### config.mk
export PLATFORM = sky130hd
export DESIGN_NAME = program_loader
export DESIGN_NICKNAME = d
export VERILOG_FILES = /design/src/rtl/program_loader_pkg.sv /design/src/rtl/program_loader_byte_assembler.sv /design/src/rtl/program_loader.sv
export SDC_FILE = /design/constraint.sdc
export NUM_CORES = 1
export LEC_CHECK = 0
export CORE_ASPECT_RATIO = 0.9
export CORE_MARGIN = 5
export CORE_UTILIZATION = 50
export DETAILED_ROUTE_END_ITERATION = 7
export PLACE_DENSITY = 0.84
export SLEW_MARGIN = 30
export SYNTH_ARGS = -nofsm -noshare
export SYNTH_HDL_FRONTEND = slang
export SYNTH_SLANG_ARGS = --single-unit
### constraint.sdc
create_clock -name i_clock -period 2.85 [get_ports i_clock]
set_input_delay 0.4275 -clock i_clock [delete_from_list [all_inputs] [get_ports i_clock]]
set_output_delay 0.4275 -clock i_clock [all_outputs]
set_load 0.005 [all_outputs]
### src/rtl/program_loader_pkg.sv
// Shared loader definitions: FSM state encodings and the default
// terminator instruction.
package program_loader_pkg;

  typedef enum logic [2:0] {
    IDLE  = 3'd0,
    LOW   = 3'd1,
    HIGH  = 3'd2,
    WRITE = 3'd3,
    DONE  = 3'd4
  } state_t;

  localparam logic [15:0] HALT_WORD_DEF = 16'h0000;

endpackage

### src/rtl/program_loader_byte_assembler.sv
// Little-endian byte pair capture; pair flags a complete word
// the cycle after the high byte lands.
module program_loader_byte_assembler #(
  parameter int NB_BYTE = 8
) (
  input  logic               clk,
  input  logic               rst_n,
  input  logic               cap_low,
  input  logic               cap_high,
  input  logic [NB_BYTE-1:0] rx_byte,
  output logic [NB_BYTE-1:0] low,
  output logic [NB_BYTE-1:0] high,
  output logic               pair
);

  always_ff @(posedge clk or negedge rst_n) begin
    if (!rst_n) begin
      low  <= '0;
      high <= '0;
      pair <= 1'b0;
    end else begin
      if (cap_low)
        low <= rx_byte;
      if (cap_high)
        high <= rx_byte;
      pair <= cap_high;
    end
  end

endmodule

### src/rtl/program_loader.sv
// Loads instruction RAM from a byte stream, holding the CPU in
// reset until the halt word is written or the RAM fills.
module program_loader
  import program_loader_pkg::*;
#(
  parameter int NB_INSTRUCTION = 16,
  parameter int NB_BYTE        = 8,
  parameter int NB_ADDR        = 10,
  parameter int RAM_DEPTH      = 2**NB_ADDR,
  parameter logic [NB_INSTRUCTION-1:0] HALT_WORD =
    NB_INSTRUCTION'(HALT_WORD_DEF)
) (
  input  logic                      i_clock,
  input  logic                      i_reset,
  input  logic                      i_start,
  input  logic [NB_BYTE-1:0]        i_rx_data,
  input  logic                      i_rx_valid,
  output logic                      o_write_enable,
  output logic [NB_ADDR-1:0]        o_write_address,
  output logic [NB_INSTRUCTION-1:0] o_data,
  output logic                      o_busy,
  output logic                      o_done,
  output logic                      o_overflow,
  output logic                      o_cpu_reset
);

  localparam logic [NB_ADDR-1:0] LAST_ADDR =
    NB_ADDR'(RAM_DEPTH - 1);

  state_t state, next;
  logic [NB_ADDR-1:0] count;
  logic [NB_BYTE-1:0] low, high;
  logic [NB_INSTRUCTION-1:0] word;
  logic pair, ovf;
  logic cap_low, cap_high;
  logic clr, inc, set_ovf;

  program_loader_byte_assembler #(
    .NB_BYTE(NB_BYTE)
  ) u_asm (
    .clk     (i_clock),
    .rst_n   (i_reset),
    .cap_low (cap_low),
    .cap_high(cap_high),
    .rx_byte (i_rx_data),
    .low     (low),
    .high    (high),
    .pair    (pair)
  );

  assign word = {high, low};

  always_ff @(posedge i_clock or negedge i_reset) begin
    if (!i_reset) begin
      state <= IDLE;
      count <= '0;
      ovf   <= 1'b0;
    end else begin
      state <= next;
      if (clr)
        count <= '0;
      else if (inc)
        count <= count + 1'b1;
      if (clr)
        ovf <= 1'b0;
      else if (set_ovf)
        ovf <= 1'b1;
    end
  end

  always_comb begin
    next     = state;
    cap_low  = 1'b0;
    cap_high = 1'b0;
    clr      = 1'b0;
    inc      = 1'b0;
    set_ovf  = 1'b0;
    unique case (state)
      IDLE, DONE: begin
        if (i_start) begin
          clr  = 1'b1;
          next = LOW;
        end
      end
      LOW: begin
        if (i_rx_valid) begin
          cap_low = 1'b1;
          next    = HIGH;
        end
      end
      HIGH: begin
        if (i_rx_valid) begin
          cap_high = 1'b1;
          next     = WRITE;
        end
      end
      WRITE: begin
        if (word == HALT_WORD) begin
          next = DONE;
        end else if (count == LAST_ADDR) begin
          set_ovf = 1'b1;
          next    = DONE;
        end else begin
          // a byte arriving during the write starts the next word
          inc = 1'b1;
          if (i_rx_valid) begin
            cap_low = 1'b1;
            next    = HIGH;
          end else begin
            next = LOW;
          end
        end
      end
      default: next = IDLE;
    endcase
  end

  assign o_write_enable  = pair;
  assign o_write_address = count;
  assign o_data          = word;
  assign o_busy     = (state == LOW) || (state == HIGH)
                   || (state == WRITE);
  assign o_done     = (state == DONE);
  assign o_overflow = ovf;
  assign o_cpu_reset = (state != DONE);

endmodule

==> impl_summary.log, run 1 <==
[metrics] status: finished, final reports clean
[metrics] clock edge transition at the registers on the reported setup and hold paths: 0.09 ns
[metrics] number of hold buffers added after CTS: 0
[metrics] worst hold-check path type: input port to asynchronous set/reset pin
[metrics] CTS tree: built
[metrics] number of max-cap violations: 0
[metrics] Ports: 43
[metrics] Root Driver: clkbuf_4
[metrics] P_leak: 0.820 nW
[metrics] Die Footprint: 4050 µm²
[metrics] largest cells by area after synthesis: dfrtp_1 (54%), mux2_4 (8.4%), mux2_2 (6.3%)
[metrics] aggregate negative setup slack: 0 ns
[metrics] count of yosys warnings during synthesis: 0
[metrics] Die Span Y: just over 60 µm
[metrics] non-filler instance count after layout: between 200 and 250
[metrics] starting utilization of the core area: 52.3%
[metrics] PnR worst setup slack: roughly 0.53 ns
[metrics] EDFF count, synth: 0
[metrics] number of cells in the design after placement: roughly 200
[metrics] launching element type of the critical path: flip-flop
[metrics] Row Count: 18
[metrics] worst hold slack: ~0.49 ns
[metrics] post-CTS setup repair buffer count: 0
[metrics] number of global-route vias before repair: 1137
[metrics] number of buffers inserted during clock tree synthesis: 5
[metrics] data arrival at the endpoint of the critical path: ~2.5 ns
[metrics] Highest Clock Rate: 0.432 GHz
[metrics] Total Wirelength: 3280 µm
[metrics] register bit count reported by yosys: 31
[metrics] vias post-DR: 1101
[metrics] overflow left after global routing: 0
[metrics] post-synth net total: between 100 and 150
[metrics] via count normalized by instance count: 5.40
[metrics] maximum buffer depth of the clock tree: 2
[metrics] multi-input logic area: approximately 630 µm²
[metrics] wire length of the first global-routing pass: about 5500 µm
[metrics] count of final setup violators: 0
[metrics] area share of the leading cell type in the synthesized netlist: 54.0%
[metrics] DP Worst Slack: between 0.5 and 0.6 ns
[metrics] number of pins exceeding their max-slew limit in the final report: 0
[metrics] post-route clock period utilization: 81.3%
[metrics] number of diodes: 0
[metrics] power per cell area: 891 nW/µm²
[metrics] Final Skew: 0.00691 ns
[metrics] Post-Syn Area per Cell: 12.3 µm²
[metrics] placer's final routability congestion estimate: around 0.72
[metrics] worst IR drop on VDD: 0.000568 V
[metrics] Core Region: 2750 µm²
[metrics] number of DRC markers in iteration 0: 53
[metrics] Synth-to-Final Area Change: 35.0%
[metrics] number of antenna violations at the first check in global routing: 0
[metrics] share of the core filled with cells: 70.6%
[metrics] most area-hungry cell type in the Yosys netlist: dfrtp_1
[metrics] htree depth: 2
[metrics] Storage cell area: 776 µm²
[metrics] endpoint class of the critical path: flip-flop
[metrics] fraction of synthesis flops using an asynchronous set or reset pin: 100%
[metrics] number of gates resized after CTS: 0
[metrics] most common flop cell mapped by yosys: dfrtp_1
[metrics] Crit Path Max Fanout: 18
[metrics] critical setup path kind: flip-flop to flip-flop
[metrics] unrepaired setup endpoints after global routing: false
[metrics] # fillers: around 210
[metrics] die width: 66.5 µm
[metrics] average wire per standard cell: 16.1 µm
[metrics] ratio of cells with drive above 1 in the final layout: 16.5%
[metrics] fraction of the yosys area taken by sequential cells: about 54%
[metrics] nets: 178
[metrics] remaining routing DRC violations: 0
[metrics] tightest slew margin relative to the limit: between 40% and 50%
[metrics] clk_lat worst skew: 0.32 ns
[metrics] remaining antenna violation count after routing: 0
[metrics] synthesized instance count: 117
[metrics] input/output buffers: 42
[metrics] post-route minimum period: 2.32 ns
[metrics] total standard cell area after synthesis: between 1000 and 1500 µm²
[metrics] final-report hold violation count: 0
[metrics] GRT Resource Usage Total: around 18%
[metrics] transition time at the pin with the least slew margin: 0.748 ns
[metrics] maximum number of pins on one net before global-route repair: 32
[metrics] first-pass iteration count of the detailed router: 2
[metrics] count of unique library cells instantiated by Yosys: 34
[metrics] total clock sinks: 31
[metrics] worst path required time: 3.06 ns
[through the flow]
step | area [µm²] | power [mW]
3_3_place_gp | 1900 | 1.48
3_5_place_dp | 1900 | 1.52
4_1_cts | 1940 | 1.75
2_1_floorplan | 1440 | 1.11
5_1_grt | 1940 | 1.83
6_report | 1940 | 1.73
[registers in the layout, summed over array words and instances (netlist names)]
signal / flops
u_asm.high: 8
o_overflow: 1
o_write_address: 10
u_asm.low: 8
state: 3
u_asm.pair: 1
[layer usage]
metal	part of all wire (%)	global-route usage (%)	up-vias
li1	-	-	536
met2	54	32.8	14
met1	43	22.0	546
met5	0	0	-
met3	2.2	4.07	5
met4	1.2	6.96	0
[worst max-delay path: stages, from the launching register on]
cell and delay (ns):
dfrtp_1 0.41, nor4_1 0.42, nand4_1 0.32, nand3_4 0.25, a21bo_1 0.44, mux2_4 0.35
[synthesized netlist by cell type (3+ instances only)]
cell	count
nand2_1	10
a21oi_1	3
o31ai_1	5
nand4_1	3
nand3_1	5
or4_1	3
nor2_1	5
mux2_4	8
mux2_2	8
o21ai_0	4
inv_1	4
nor4_1	4
dfrtp_1	31
[path summary, 6_finish.rpt]
check / slack (ns) / depth (start not counted) / startpoint / end
min in group i_clock: 0.51 / 1 / o_overflow / o_overflow
worst min-delay path: 0.49 / 2 / i_reset / u_asm.high[1]
max in group asynchronous: 2.08 / 2 / i_reset / u_asm.pair
worst min register to register: 0.51 / 1 / o_overflow / o_overflow
worst max-delay path: 0.53 / 5 / u_asm.low[1] / u_asm.low[2]
worst max register to register: 0.53 / 5 / u_asm.low[1] / u_asm.low[2]
[cells in the final DEF (no fill, tap or decap), types with 2 or more instances in the layout]
master	instances
a21oi_1	3
nor4_1	4
mux2i_1	2
nand3_1	5
mux2_4	8
dfrtp_1	31
clkdlybuf4s50_1	42
nand4_1	3
o31ai_1	5
or3_1	2
or4_1	3
inv_1	4
nand2_1	10
clkbuf_4	5
o21ai_0	4
nor2_1	5
mux2_2	8
o211ai_1	2
[cell families (layout without fill, tap and decap cells)]
group,count (synthesis),count (layout),synth area share [%]
buffers and inverters,7,54,2.44
AND/OR/NAND/NOR,40,40,17.1
adder cells (fa/ha/maj),1,1,0.871
XOR/XNOR,1,1,0.610
flip-flops,31,31,54.0
AO/OA/AOI/OAI,19,19,8.97
multiplexers,18,18,16.0
[layout make-up]
| type | instances | share of cell area, % |
|---|---|---|
| sequential | 31 | 40.0 |
| multi-input combinational | 79 | 32.3 |
| timing repair buffer | 43 | 22.1 |
| tap | 40 | 2.58 |
| clock buffer | 6 | 2.13 |
| inverter | 5 | 0.968 |
[power by group]
| group | switching (mW) | internal, mW | total [mW] | leakage [nW] |
|---|---|---|---|---|
| registers | 0.148 | 0.595 | 0.743 | 0.392 |
| logic | 0.281 | 0.482 | 0.763 | 0.404 |
| clock network | 0.134 | 0.0876 | 0.222 | 0.0242 |
| total | 0.563 | 1.16 | 1.73 | 0.820 |
Note: power is estimated with default switching activity, not from simulation.
==> run 2, diff against run 1 <==
--- a/config.mk
+++ b/config.mk
@@ -7,9 +7,9 @@
 export LEC_CHECK = 0
 export CORE_ASPECT_RATIO = 0.9
 export CORE_MARGIN = 5
-export CORE_UTILIZATION = 50
+export CORE_UTILIZATION = 42
 export DETAILED_ROUTE_END_ITERATION = 7
-export PLACE_DENSITY = 0.84
+export PLACE_DENSITY = 0.75
 export SLEW_MARGIN = 30
 export SYNTH_ARGS = -nofsm -noshare
 export SYNTH_HDL_FRONTEND = slang
==> constraint.sdc (replaced) <==
create_clock -name i_clock -period 2 [get_ports i_clock]
set_input_delay 0.3 -clock i_clock [delete_from_list [all_inputs] [get_ports i_clock]]
set_output_delay 0.3 -clock i_clock [all_outputs]
set_load 0.005 [all_outputs]
==> impl_summary.log, run 2 (synthesis results as in run 1) <==
[metrics] endpoint class of the critical path: flip-flop
[metrics] Core Region: 3330 µm² (+21%)
[metrics] ratio of cells with drive above 1 in the final layout: 23.7% (+7.2 points)
[metrics] count of final setup violators: 0 (unchanged)
[metrics] number of global-route vias before repair: 1176 (+3.4%)
[metrics] nets: 185 (+3.9%)
[metrics] remaining routing DRC violations: 0 (unchanged)
[metrics] average wire per standard cell: 16.0 µm (-0.51%)
[metrics] worst hold-check path type: input port to asynchronous set/reset pin
[metrics] tightest slew margin relative to the limit: 74.5% (+25 points)
[metrics] power per cell area: 1330 nW/µm² (+49%)
[metrics] Synth-to-Final Area Change: 46.0%
[metrics] sw power: 0.855 mW (+52%)
[metrics] proportion of total power due to net switching: 30.7% (-1.9 points)
[metrics] Row Count: 20 (+2)
[metrics] vias post-DR: 1130 (+2.6%)
[metrics] PnR worst setup slack: 0.0846 ns (-0.450 ns)
[metrics] starting utilization of the core area: 43.2% (-9.1 points)
[metrics] via count normalized by instance count: 5.21 (-3.5%)
[metrics] stage delay of the slowest cell on the critical path: 0.50 ns (+0.06 ns)
[metrics] post-route clock period utilization: 95.8% (+15 points)
[metrics] number of buffers inserted during clock tree synthesis: 5 (unchanged)
[metrics] Clock Power Share: 19.1% (+6.3 points)
[metrics] Die Footprint: 4690 µm² (+16%)
[metrics] GRT Resource Usage Total: 15.7% (-2.8 points)
[metrics] Final Skew: 0.00390 ns (-0.00300 ns)
[metrics] worst IR drop on VDD: 0.000638 V (+12%)
[metrics] input/output buffers: 42 (unchanged)
[metrics] cell internal pwr: 1.93 mW (+66%)
[metrics] remaining antenna violation count after routing: 0 (unchanged)
[metrics] die width: 71.6 µm (+7.7%)
[metrics] placer's final routability congestion estimate: 0.886 (+24%)
[metrics] cell with the largest stage delay on the worst path: or4_1
[metrics] total clock sinks: 31 (unchanged)
[metrics] overflow left after global routing: 0 (unchanged)
[metrics] final-report hold violation count: 0 (unchanged)
[metrics] aggregate negative setup slack: 0 ns (unchanged)
[metrics] commonest cells after routing, fill and taps aside: clkdlybuf4s50_1 (42), dfrtp_1 (31), nand2_1 (10), mux2_2 (8), mux2_4 (8)
[metrics] maximum number of pins on one net before global-route repair: 32 (unchanged)
[metrics] number of max-cap violations: 0 (unchanged)
[metrics] first-pass iteration count of the detailed router: 4 (+2)
[metrics] sequential share of power: 38.2% (-4.8 points)
[metrics] number of hold buffers added after CTS: 0 (unchanged)
[metrics] maximum buffer depth of the clock tree: 2 (unchanged)
[metrics] DP Worst Slack: 0.0267 ns (-0.543 ns)
[metrics] launching element type of the critical path: flip-flop
[metrics] P_leak: 0.889 nW (+8.4%)
[metrics] post-route minimum period: 1.92 ns (-0.400 ns)
[metrics] critical setup path kind: flip-flop to flip-flop
[metrics] number of diodes: 0 (unchanged)
[metrics] combinational fraction of design power: 42.7% (-1.5 points)
[metrics] wire length of the first global-routing pass: 5720 µm (+3.9%)
[metrics] Total Wirelength: 3470 µm (+5.8%)
[metrics] CTS tree: built
[metrics] data arrival at the endpoint of the critical path: 2.12 ns (-0.40 ns)
[metrics] htree depth: 2 (unchanged)
[metrics] flip-flop count of the largest register after layout: 10 (unchanged)
[metrics] Root Driver: clkbuf_8
[metrics] number of pins exceeding their max-slew limit in the final report: 0 (unchanged)
[metrics] CP cell instances: ha_2 > and3_4 > nand4_4 > nand3_4 > buf_4 > or4_1 > a21oi_2
[metrics] post-CTS setup repair buffer count: 0 (unchanged)
[metrics] status: finished, final reports clean
[metrics] Die Span Y: 65.5 µm (+7.6%)
[metrics] Ports: 43 (unchanged)
[metrics] Highest Clock Rate: 0.522 GHz (+21%)
[metrics] clock edge transition at the registers on the reported setup and hold paths: 0.06 ns (-0.03 ns)
[metrics] number of antenna violations at the first check in global routing: 0 (unchanged)
[metrics] number of DRC markers in iteration 0: 68 (+28%)
[metrics] estimated wirelength of the detail-placed design: 2590 µm
[metrics] clk_lat worst skew: 0.27 ns (-0.05 ns)
[metrics] most common cell after layout, fill and taps aside: clkdlybuf4s50_1
[metrics] Crit Path Max Fanout: 8 (-10)
[metrics] worst path required time: 2.20 ns (-0.86 ns)
[metrics] transition time at the pin with the least slew margin: 0.383 ns (-0.365 ns)
[metrics] unrepaired setup endpoints after global routing: false
-- run 2: critical path: cells and delay by family, from the launching register on --
| kind | cells | cell delay [ns] |
|---|---|---|
| fa+ha+maj | 1 | 0.20 |
| flops | 1 | 0.38 |
| simple gates | 4 | 0.91 |
| compound gates | 1 | 0.16 |
| buf+inv | 1 | 0.18 |
-- run 2: layout make-up --
class                      count  area, µm²
fill                         257       1230
clock buffer                   8        100
inverter                       5       18.8
timing repair buffer          50        493
tap                           44       55.1
multi-input combinational     79        654
sequential                    31        776
-- run 2: worst paths after layout --
path,from,end,slack [ns],depth (start not counted)
hold reg to reg,o_overflow,o_overflow,0.50,1
setup / recovery,o_write_address[0],o_write_address[9],0.08,7
min in group i_clock,o_overflow,o_overflow,0.50,1
max in group asynchronous,i_reset,u_asm.high[4],1.30,2
hold / removal,i_reset,o_write_address[7],0.41,2
setup reg to reg,o_write_address[0],o_write_address[9],0.08,7
-- run 2: what timing repair did --
action,4_1_cts,5_1_grt
resized for setup,0,6
endpoints found under the hold margin,0,0
endpoints found under the setup margin,0,12
-- run 2: metal layers --
layer	part of all wire [%]	track usage, %	wire, µm	vias to the layer above
li1	-	-	-	547
met1	43	18.0	1480	566
met2	54	28.7	1870	13
met3	2.3	3.67	81	4
met4	1.1	4.93	37	0
met5	0	0	0	-
-- run 2: through the flow --
stage	total power [mW]	instance area, µm²	cells	utilization, %	hold slack [ns]
finish	2.78	2100	217	63.0	0.413
global route	2.94	2100	217	63.0	0.446
CTS	2.78	2070	217	62.1	0.430
detailed placement	2.25	1970	209	59.1	0.484
global placement	2.20	1970	209	59.1	0.484
floorplan	1.58	1440	117	-	0.00441
-- run 2: power groups by stage --
stage	clock [mW]	combinational (mW)	sequential [mW]
detailed placement	0	1.19	1.06
CTS	0.538	1.20	1.05
finish	0.532	1.19	1.06
floorplan	0	0.534	1.04
global route	0.570	1.28	1.10
global placement	0	1.16	1.04
==> run 3, diff against run 2 <==
--- a/config.mk
+++ b/config.mk
@@ -7,9 +7,9 @@
 export LEC_CHECK = 0
 export CORE_ASPECT_RATIO = 0.9
 export CORE_MARGIN = 5
-export CORE_UTILIZATION = 42
+export CORE_UTILIZATION = 50
 export DETAILED_ROUTE_END_ITERATION = 7
-export PLACE_DENSITY = 0.75
+export PLACE_DENSITY = 0.84
 export SLEW_MARGIN = 30
 export SYNTH_ARGS = -nofsm -noshare
 export SYNTH_HDL_FRONTEND = slang
==> constraint.sdc (replaced) <==
create_clock -name i_clock -period 2.41 [get_ports i_clock]
set_input_delay 0.3615 -clock i_clock [delete_from_list [all_inputs] [get_ports i_clock]]
set_output_delay 0.3615 -clock i_clock [all_outputs]
set_load 0.005 [all_outputs]
==> impl_summary.log, run 3 (synthesis results as in run 1) <==
[metrics] status: finished, final reports clean
[metrics] placer's final routability congestion estimate: 0.786 (-11%)
[metrics] worst reg2reg path endpoint: u_asm.low[7]
[metrics] maximum number of pins on one net before global-route repair: 32 (unchanged)
[metrics] Final Skew: 0.0118 ns (+0.00788 ns)
[metrics] number of gates resized after CTS: 0 (unchanged)
[metrics] Highest Clock Rate: 0.472 GHz (-9.6%)
[metrics] # fillers: 213 (-17%)
[metrics] count of final setup violators: 0 (unchanged)
[metrics] Worst Path Buf+Inv: 0 (-1)
[metrics] input/output buffers: 42 (unchanged)
[metrics] starting utilization of the core area: 52.3% (+9.1 points)
[metrics] Synth-to-Final Area Change: 36.1%
[metrics] Worst Reg2Reg Path Length in Cells: 5 (-2)
[metrics] post-CTS setup repair buffer count: 0 (unchanged)
[metrics] met1 track demand over resource in global routing: 22.7% (+4.7 points)
[metrics] kind of cell adding the most delay to the critical path: simple AND/OR/NAND/NOR gates
[metrics] wire length of the first global-routing pass: 5420 µm (-5.3%)
[metrics] worst IR drop on VDD: 0.000683 V (+7.1%)
[metrics] via count normalized by instance count: 5.40 (+3.8%)
[metrics] htree depth: 2 (unchanged)
[metrics] number of antenna violations at the first check in global routing: 0 (unchanged)
[metrics] unrepaired setup endpoints after global routing: false
[metrics] number of max-cap violations: 0 (unchanged)
[metrics] Total Wirelength: 3210 µm (-7.4%)
[metrics] post-route minimum period: 2.12 ns (+0.204 ns)
[metrics] transition time at the pin with the least slew margin: 0.446 ns (+0.0633 ns)
[metrics] Row Count: 18 (-10%)
[metrics] maximum buffer depth of the clock tree: 2 (unchanged)
[metrics] worst hold-check path type: input port to asynchronous set/reset pin
[metrics] aggregate negative setup slack: 0 ns (unchanged)
[metrics] number of DRC markers in iteration 0: 43 (-37%)
[metrics] post-route clock period utilization: 87.9% (-7.8 points)
[metrics] worst hold slack: 0.413 ns (-0.000611 ns)
[metrics] CTS tree: built
[metrics] clock edge transition at the registers on the reported setup and hold paths: 0.09 ns (+0.03 ns)
[metrics] most common cell after layout, fill and taps aside: clkdlybuf4s50_1
[metrics] P_leak: 0.829 nW (-6.7%)
[metrics] Storage cell area: 776 µm² (unchanged)
[metrics] estimated wirelength of the detail-placed design: 2460 µm (-5.1%)
[metrics] critical setup path kind: flip-flop to flip-flop
[metrics] nets: 180 (-2.7%)
[metrics] reg-to-reg slack, setup: 0.29 ns (+0.21 ns)
[metrics] Die Footprint: 4050 µm² (-14%)
[metrics] stage delay of the slowest cell on the critical path: 0.40 ns (-0.10 ns)
[metrics] GRT Resource Usage Total: 18.3% (+2.6 points)
[metrics] average wire per standard cell: 15.6 µm (-2.5%)
[metrics] DP Worst Slack: 0.328 ns (+0.301 ns)
[metrics] most used routing layer in global routing: met2
[metrics] commonest cells after routing, fill and taps aside: clkdlybuf4s50_1 (42), dfrtp_1 (31), nand2_1 (10), mux2_2 (8), mux2_4 (8)
[metrics] worst path required time: 2.62 ns (+0.42 ns)
[metrics] PnR worst setup slack: 0.291 ns (+0.206 ns)
[metrics] vias post-DR: 1113 (-1.5%)
[metrics] Root Driver: clkbuf_4
[metrics] die width: 66.5 µm (-7.2%)
[metrics] number of pins exceeding their max-slew limit in the final report: 0 (unchanged)
[metrics] power per cell area: 1050 nW/µm² (-21%)
[metrics] cell with the largest stage delay on the worst path: a21bo_1
[metrics] Critical R2R Launch: u_asm.high[2]
[metrics] data arrival at the endpoint of the critical path: 2.33 ns (+0.21 ns)
[metrics] Die Span Y: 60.8 µm (-7.1%)
[metrics] number of diodes: 0 (unchanged)
[metrics] number of global-route vias before repair: 1126 (-4.3%)
[metrics] first-pass iteration count of the detailed router: 4 (unchanged)
[metrics] multi-input logic area: 626 µm² (-4.4%)
[metrics] flip-flop count of the largest register after layout: 10 (unchanged)
[metrics] overflow left after global routing: 0 (unchanged)
[metrics] number of hold buffers added after CTS: 0 (unchanged)
[metrics] endpoint class of the critical path: flip-flop
[metrics] Crit Path Max Fanout: 8 (unchanged)
[metrics] tightest slew margin relative to the limit: 70.3% (-4.2 points)
[metrics] number of buffers inserted during clock tree synthesis: 5 (unchanged)
[metrics] Core Region: 2750 µm² (-17%)
[metrics] CP cell instances: nor4_1 > nand4_1 > nand3_4 > a21bo_1 > mux2_4
[metrics] met3 layer usage reported by global route: 3.52% (-0.15 points)
[metrics] global routing met2 resource utilization: 31.0% (+2.3 points)
[metrics] Ports: 43 (unchanged)
[metrics] remaining routing DRC violations: 0 (unchanged)
[metrics] launching element type of the critical path: flip-flop
[metrics] final-report hold violation count: 0 (unchanged)
[metrics] clk_lat worst skew: 0.33 ns (+0.06 ns)
[metrics] ratio of cells with drive above 1 in the final layout: 17.5% (-6.2 points)
[metrics] remaining antenna violation count after routing: 0 (unchanged)
[metrics] total clock sinks: 31 (unchanged)
## run 3: final cells by class
type | instances | share of cell area, %
sequential | 31 | 39.7
tap | 40 | 2.56
clock buffer | 6 | 2.11
timing repair buffer | 45 | 22.7
multi-input combinational | 79 | 32.0
inverter | 5 | 0.960
## run 3: worst max-delay path by stage
stage / cells past startpoint / end / start
5_1_grt: 5 / u_asm.low[5] / u_asm.high[5]
3_3_place_gp: 5 / u_asm.low[7] / u_asm.high[2]
4_1_cts: 5 / u_asm.low[7] / u_asm.high[2]
6_report: 5 / u_asm.low[7] / u_asm.high[2]
2_1_floorplan: 7 / u_asm.low[0] / o_write_address[0]
3_5_place_dp: 5 / u_asm.low[3] / u_asm.high[2]
## run 3: report_power, final
group	total, mW	switching [mW]	internal [mW]
sequential	0.873	0.169	0.703
combinational	0.909	0.326	0.583
clock	0.266	0.162	0.104
total	2.05	0.657	1.39
## run 3: per-stage QoR
stage	instances	instance area [µm²]	util (%)	power, mW
2_1_floorplan	117	1440	-	1.31
3_3_place_gp	200	1910	69.6	1.77
3_5_place_dp	200	1910	69.6	1.80
4_1_cts	206	1950	71.1	2.06
6_report	206	1950	71.1	2.05
5_1_grt	206	1950	71.1	2.18
## run 3: routing by layer
| metal | vias up | wire [µm] |
|---|---|---|
| met5 | - | 0 |
| met4 | 0 | 58 |
| met3 | 5 | 106 |
| met2 | 26 | 1630 |
| met1 | 548 | 1420 |
| li1 | 534 | - |
